[src/rtl/updown_step_counter.sv]
// Up/down counter with programmable step and range 0..limit, wrap or saturate, clear/load, and a registered terminal-count pulse.
// Define UPDOWN_STEP_COUNTER_PRESCALE_EN to add the prescale_i port and a PRESCALE_W-bit enable divider.
module updown_step_counter #(
    parameter int unsigned WIDTH = 8
`ifdef UPDOWN_STEP_COUNTER_PRESCALE_EN
    , parameter int unsigned PRESCALE_W = 4
`endif
) (
    input  logic                  clk,
    input  logic                  rst_n,
    input  logic                  en_i,
    input  logic                  dir_i,
    input  logic                  sat_i,
    input  logic [WIDTH-1:0]      step_i,
    input  logic [WIDTH-1:0]      limit_i,
    input  logic                  clr_i,
    input  logic                  load_i,
    input  logic [WIDTH-1:0]      load_val_i,
`ifdef UPDOWN_STEP_COUNTER_PRESCALE_EN
    input  logic [PRESCALE_W-1:0] prescale_i,
`endif
    output logic [WIDTH-1:0]      count_o,
    output logic                  tc_o,
    output logic                  at_zero_o,
    output logic                  at_limit_o
);

    localparam int unsigned W1 = WIDTH + 1;

    logic [WIDTH-1:0] count_q, count_d;
    logic             tc_q, tc_d;
    logic [WIDTH-1:0] eff_step;
    logic [W1-1:0]    up_sum;
    logic [W1-1:0]    lim_p1;
    logic             tick;

`ifdef UPDOWN_STEP_COUNTER_PRESCALE_EN
    logic [PRESCALE_W-1:0] div_q, div_d;

    // A prescale value lowered below the divider still ticks on the next enabled edge.
    assign tick = (div_q >= prescale_i);

    always_comb begin
        div_d = div_q;
        if (clr_i || load_i) begin
            div_d = '0;
        end else if (en_i) begin
            div_d = tick ? '0 : div_q + PRESCALE_W'(1);
        end
    end

    always_ff @(posedge clk or negedge rst_n) begin
        if (!rst_n) begin
            div_q <= '0;
        end else begin
            div_q <= div_d;
        end
    end
`else
    assign tick = 1'b1;
`endif

    // Sums kept one bit wider so limit+1 and count+step never lose a carry.
    assign eff_step = (step_i > limit_i) ? limit_i : step_i;
    assign up_sum   = W1'(count_q) + W1'(eff_step);
    assign lim_p1   = W1'(limit_i) + W1'(1);

    always_comb begin
        count_d = count_q;
        tc_d    = 1'b0;
        if (clr_i) begin
            count_d = '0;
        end else if (load_i) begin
            count_d = (load_val_i > limit_i) ? limit_i : load_val_i;
        end else if (en_i && tick && (step_i != '0)) begin
            tc_d = 1'b1;
            // limit 0 pins the count at 0; an out-of-range count snaps back to limit.
            if ((limit_i == '0) || (count_q > limit_i)) begin
                count_d = limit_i;
            end else if (dir_i) begin
                if (up_sum <= W1'(limit_i)) begin
                    count_d = WIDTH'(up_sum);
                    tc_d    = 1'b0;
                end else begin
                    count_d = sat_i ? limit_i : WIDTH'(up_sum - lim_p1);
                end
            end else begin
                if (eff_step <= count_q) begin
                    count_d = count_q - eff_step;
                    tc_d    = 1'b0;
                end else begin
                    count_d = sat_i ? '0 : WIDTH'(W1'(count_q) + lim_p1 - W1'(eff_step));
                end
            end
        end
    end

    always_ff @(posedge clk or negedge rst_n) begin
        if (!rst_n) begin
            count_q <= '0;
            tc_q    <= 1'b0;
        end else begin
            count_q <= count_d;
            tc_q    <= tc_d;
        end
    end

    assign count_o    = count_q;
    assign tc_o       = tc_q;
    assign at_zero_o  = (count_q == '0);
    assign at_limit_o = (count_q == limit_i);

endmodule
[config.mk]
export PLATFORM = sky130hd
export DESIGN_NAME = updown_step_counter
export DESIGN_NICKNAME = d
export VERILOG_FILES = /design/src/rtl/updown_step_counter.sv
export SDC_FILE = /design/constraint.sdc
export NUM_CORES = 1
export LEC_CHECK = 0
export ABC_CLOCK_PERIOD_IN_PS = 4200
export BUFFER_PORTS_ARGS = -buffer_cell sky130_fd_sc_hd__buf_2
export CAP_MARGIN = 5
export CORE_MARGIN = 5
export CORE_UTILIZATION = 35
export CTS_CLUSTER_SIZE = 12
export DETAILED_ROUTE_END_ITERATION = 10
export PLACE_DENSITY = 0.6
export SYNTH_ARGS = -nofsm -noshare
export SYNTH_HDL_FRONTEND = slang
export SYNTH_SLANG_ARGS = --single-unit
[constraint.sdc]
create_clock -name clk -period 4.2 [get_ports clk]
set_input_delay 0.63 -clock clk [delete_from_list [all_inputs] [get_ports clk]]
set_output_delay 0.63 -clock clk [all_outputs]
set_load 0.01 [all_outputs]
==> qor.yml, run 1 <==
outcome: "finished, violations left"
violations: "setup timing"
antenna_found_initial: 0
netlist.area_leader.share_pct: 23.6
areaGrowthSynthToFinish_pct: 42.7
worst_pin_slew_ps: 520
post_synth_top_area_cell: "sky130_fd_sc_hd__ha_1"
synthCells: 432
clk_transition_reported_paths_ps: 50
finalNetCount: 696
core_mm2: 0.00977
die_w_um: 110
cts.hold.buffers_added: 0
critical_path.top_delay_family: "compound AO/OA/AOI/OAI gates"
yosys_register_bits: 9
synth.cells.most_frequent: "66 x sky130_fd_sc_hd__ha_1, 37 x sky130_fd_sc_hd__inv_1, 29 x sky130_fd_sc_hd__a21oi_1, 27 x sky130_fd_sc_hd__nand2_1, 22 x sky130_fd_sc_hd__nor2_1"
routed_wl_um: 14300
rsz0062_at_grt: "yes"
viasPerCell: 5.73
wl_per_cell_um: 19.8
synth_seq_area_share_pct: 6.43
post_synth_instance_area_mm2: 0.00350
fin_skew_ps: 2.53
initial_utilization_pct: 35.8
number_of_optimization_iterations_in_the_first_detailed_route_pass: 5
grt-ovfl-total: 0
placement.io_buffers: 41
slowest_library_cell_on_the_worst_path: "sky130_fd_sc_hd__or4b_4"
period_share_pct: 127
cts_buffers: 3
via_count_of_the_first_global_routing_pass: 4173
avgSynthCellArea_um2: 8.10
setup.worst_path.end_class: "register"
slew_headroom_pct: 65.3
post-place-cells: 697
leakage_uw: 0.00245
grt_usage_pct: 23.6
grt_max_degree: 19
tritoncts_num_sinks: 9
hp-class: "primary input to async pin"
gp_routability_congestion: 0.975
critPathRequiredTime_ps: 4320
vdd_drop_max_mv: 0.332
max_stage_delay_ps: 500
ys_async_sr_fraction_pct: 100
fin_cells: 721
hold_viol: 0
h-tree-depth: 1
num_antenna_cells: 0
critical_path_peak_fanout: 5
boundary_pin_count: 42
post-dp-hpwl_um: 11800
cts_buffer_depth: 2
grt_first_pass_wirelength_um: 21800
remaining_drc_errors: 0
die_h_um: 110
post-place-ws_ps: -1510
finalSetupViolations: 9
dominantRegCellSynth: "sky130_fd_sc_hd__dfrtp_1"
worst-setup-path-type: "primary input to register"
fp.dieArea_mm2: 0.0121
count_of_cell_types_in_the_netlist: 68
fmax_ghz: 0.188
tritoncts_clock_tree: "yes"
synth_area_leaders: "sky130_fd_sc_hd__ha_1 24%, sky130_fd_sc_hd__dfrtp_1 6.4%, sky130_fd_sc_hd__fa_1 5.7%"
cp_common_cell: "sky130_fd_sc_hd__o21a_1"
ys_warn_count: 0
drive_gt1_share_pct: 36.9
crit_path_start_kind: "primary input"
final-max-slew-violation-count: 0
cts_root_buf: "sky130_fd_sc_hd__clkbuf_8"
pwr_density_cell_mw_per_mm2: 668
cp.buffers_inverters: 4
number_of_enable_type_register_cells_in_the_synthesized_netlist: 0
worstPathArrival_ps: 5450
final_critical_path_setup_slack_ps: -1130
clk_latency_ps: 240
timing.setup.tns_ps: -9760
synth.most_common_cell: "sky130_fd_sc_hd__ha_1"
number_of_antenna_violating_nets_in_the_routed_design: 0
max_cap_viol_count: 0
num_rows: 36
timing.final.crit_period_ps: 5330
synthesis.nets: 539
num_vias: 4129
drt_iter0_markers: 261
## registers in the layout (all words and copies together) (netlist names)
signal and cells:
count_o 8, tc_o 1
## where the power goes
group          total [µW]  internal, µW  switching, µW
Clock                 107          66.7           40.2
Combinational        3070          1540           1530
Sequential            163           115           48.1
## per-stage QoR
| step | cell area [µm²] | hold WS [ps] | power, µW | utilization [%] |
|---|---|---|---|---|
| detailed placement | 4640 | 505 | 2800 | 47.5 |
| CTS | 4860 | 253 | 3170 | 49.8 |
| floorplan | 3590 | 334 | 1750 | - |
| global route | 4990 | 267 | 3590 | 51.1 |
| global placement | 4640 | 502 | 2750 | 47.5 |
| finish | 4990 | 246 | 3340 | 51.1 |
## timing repair
item,CTS,global route
endpoints found under the setup margin,9,9
gates cloned,1,0
resized for setup,18,16
pin swaps,19,14
buffers inserted,13,6
endpoints found under the hold margin,0,0
## cells in the final DEF (no fill, tap or decap), drive strengths merged, types with 4 or more instances in the layout
master,synthesis,routed
mux2i,20,20
nor2,24,24
o21bai,4,4
or2,4,4
or4,4,4
a211oi,5,5
o21ai,21,22
o31ai,7,7
and3,5,5
xnor2,19,19
buf,10,165
dfrtp,9,9
nand2,27,27
mux2,10,10
o211ai,6,6
nand4,5,5
o21a,7,7
a21oi,30,30
ha,66,66
inv,37,37
a31oi,6,6
fa,10,10
nor2b,6,6
nor3,14,14
nand3,14,14
a21o,7,7
xor2,6,6
nor4,4,4
clkbuf,2,4
## cells by family (layout without fill, tap and decap cells)
family	count (synthesis)	after routing	share of synthesized area, %
compound gates	122	123	24.3
fa+ha+maj	76	76	29.3
mux	30	30	8.93
xor+xnor	26	26	6.90
simple gates	117	117	17.5
flops	9	9	6.43
buf+inv	52	207	6.61
## layout make-up
cell class | instances | area [µm²]
fill | 986 | 4780
multi-input combinational | 372 | 3220
timing repair buffer | 165 | 1180
sequential | 9 | 225
tap | 133 | 166
inverter | 38 | 161
clock buffer | 4 | 45.0
## metal layers
layer / global-route usage [%] / share of wire, % / vias to the layer above
met4: 7.66 / 3.7 / 0
met5: 0 / 0 / -
met2: 39.5 / 46 / 187
li1: - / - / 1930
met1: 30.3 / 41 / 1967
met3: 4.54 / 9.2 / 45
## final timing paths
kind | end | startpoint | depth (start not counted) | slack, ps
min in group clk | count_o[4] | count_o[4] | 3 | 740
max in group asynchronous | count_o[3] | rst_n | 1 | 3760
max reg2reg | count_o[6] | count_o[1] | 16 | 190
max | count_o[6] | limit_i[1] | 27 | -1130
min reg2reg | count_o[4] | count_o[4] | 3 | 740
min | count_o[4] | rst_n | 1 | 250
(Power assumes the default switching activity.)
==> run 2: changes to the inputs <==
- RECOVER_POWER: default -> 50
==> run 2 against run 1 <==
  * The flow still finishes with violations (setup timing)
  * First-iteration DRC count is the same
  * Total power is essentially flat
  * Final cell count is the same
  * Non-clock buffer count is the same
  * Worst setup slack gained 0.51 ps
  * Via count is essentially flat
  * Highest routed layer unchanged
  * Final area is essentially flat
  * Combinational power is essentially flat
  * Maximum frequency is essentially flat
  * Hold slack gained 110 ps
  * Sequential share of layout area is essentially flat
==> qor.yml, run 2 (synthesis results as in run 1) <==
outcome: "finished, violations left"
violations: "setup timing"
num_rows: 36
worstPathArrival_ps: 5450
post-place-cells: 697
tritoncts_clock_tree: "yes"
wl_per_cell_um: 19.8
critPathRequiredTime_ps: 4320
grt_usage_pct: 23.6
n_fill_cell: 988
post-place-ws_ps: -1510
period_share_pct: 127
areaGrowthSynthToFinish_pct: 42.6
cts_buffers: 3
finalSetupViolations: 9
core_mm2: 0.00977
setup.worst_path.end_class: "register"
layout_common_cells: "119 x sky130_fd_sc_hd__buf_4, 60 x sky130_fd_sc_hd__ha_1, 37 x sky130_fd_sc_hd__buf_2"
largest_register_ffs: 8
grt_max_degree: 19
power_report.internal_total_uw: 1720
gp_routability_congestion: 0.975
number_of_antenna_violating_nets_in_the_routed_design: 0
pwr-share-comb_pct: 91.9
tritoncts_num_sinks: 9
fin_skew_ps: 2.55
boundary_pin_count: 42
worst_pin_slew_ps: 572
grt_first_pass_wirelength_um: 21800
finalNetCount: 696
vdd_drop_max_mv: 0.332
die_w_um: 110
critical_path_peak_fanout: 5
cts_root_buf: "sky130_fd_sc_hd__clkbuf_8"
hold_viol: 0
layout.cells.most_common: "sky130_fd_sc_hd__buf_4"
routed_wl_um: 14300
cp_common_cell: "sky130_fd_sc_hd__o21a_1"
initial_utilization_pct: 35.8
number_of_optimization_iterations_in_the_first_detailed_route_pass: 5
p_switching_uw: 1610
clk_latency_ps: 240
multi_input_area_mm2: 0.00322
fp.dieArea_mm2: 0.0121
hp-class: "primary input to async pin"
fmax_ghz: 0.188
critical_path.top_delay_family: "compound AO/OA/AOI/OAI gates"
pwr-share-seq_pct: 4.9
clk_transition_reported_paths_ps: 50
crit_start: "limit_i[1]"
viasPerCell: 5.73
via_count_of_the_first_global_routing_pass: 4173
antenna_found_initial: 0
cts.hold.buffers_added: 0
slowest_library_cell_on_the_worst_path: "sky130_fd_sc_hd__or4b_4"
remaining_drc_errors: 0
num_antenna_cells: 0
final_critical_path_setup_slack_ps: -1130
num_vias: 4130
register_area_um2: 225
slew_headroom_pct: 61.9
worst-setup-path-type: "primary input to register"
dpl_cell_area_mm2: 0.00464
leakage_uw: 0.00245
power.clock.fraction_pct: 3.2
grt-ovfl-total: 0
final-max-slew-violation-count: 0
post-dp-hpwl_um: 11800
rsz0062_at_grt: "yes"
switching_share_pct: 48.4
max_cap_viol_count: 0
crit_path_start_kind: "primary input"
h-tree-depth: 1
drt_iter0_markers: 261
max_stage_delay_ps: 500
design_area_mm2: 0.00499
cts_buffer_depth: 2
timing.final.crit_period_ps: 5330
placement.io_buffers: 41
pwr_density_cell_mw_per_mm2: 669
cp.buffers_inverters: 4
die_h_um: 110
launch_point_of_the_worst_reg_to_reg_path: "count_o[1]"
drive_gt1_share_pct: 36.6
fin_cells: 721
==> run 2: changes by cell type in the layout (fill, tap and decap cells not counted), sizes merged <==
cell / before / now
buf: 165 / 163
clkbuf: 4 / 6
==> run 2: metal layers <==
metal  share of wire [%]  global-route usage [%]
met1                  41                    30.3
met2                  46                    39.5
met3                 9.3                    4.54
met4                 3.6                    7.66
met5                   0                       0
==> run 2: worst register-to-register path, delay by kind of cell (launching register included) <==
| family | cells | cell delay, ps |
|---|---|---|
| buffers and inverters | 2 | 350 |
| flip-flops | 1 | 660 |
| AND/OR/NAND/NOR | 5 | 1090 |
| adder cells (fa/ha/maj) | 2 | 660 |
| AO/OA/AOI/OAI | 7 | 1130 |
==> run 2: final cells by class <==
type | instances | share of cell area, %
tap | 133 | 3.33
sequential | 9 | 4.51
inverter | 38 | 3.23
timing repair buffer | 165 | 23.5
multi-input combinational | 372 | 64.5
clock buffer | 4 | 0.902
==> run 2: what timing repair did <==
| item | 4_1_cts | 5_1_grt |
|---|---|---|
| gates cloned | 1 | 0 |
| endpoints found under the setup margin | 9 | 9 |
| gates resized for setup | 18 | 16 |
| setup buffers | 13 | 6 |
| pin swaps | 19 | 14 |
==> run 2: metrics by stage <==
step / hold slack, ps / total power [µW] / util, % / TNS, ps
floorplan: 334 / 1750 / - / -9020
CTS: 253 / 3170 / 49.8 / -8250
detailed placement: 505 / 2800 / 47.5 / -12810
finish: 356 / 3340 / 51.1 / -9750
global placement: 502 / 2750 / 47.5 / -11560
global route: 405 / 3590 / 51.1 / -10980
==> run 2: worst paths after layout <==
kind / to / depth (start not counted) / slack (ps)
worst max register to register: count_o[6] / 16 / 190
max in group asynchronous: count_o[3] / 1 / 3470
worst min register to register: count_o[4] / 3 / 730
worst max-delay path: count_o[6] / 27 / -1130
worst min-delay path: count_o[4] / 1 / 360
min in group clk: count_o[4] / 3 / 730
==> run 2: power groups by stage <==
| stage | sequential [µW] | clock, µW | combinational [µW] |
|---|---|---|---|
| after floorplan | 176 | 0 | 1570 |
| after global placement | 156 | 0 | 2590 |
| after detailed placement | 157 | 0 | 2650 |
| after CTS | 156 | 105 | 2910 |
| after global routing | 165 | 108 | 3310 |
| final | 163 | 107 | 3070 |
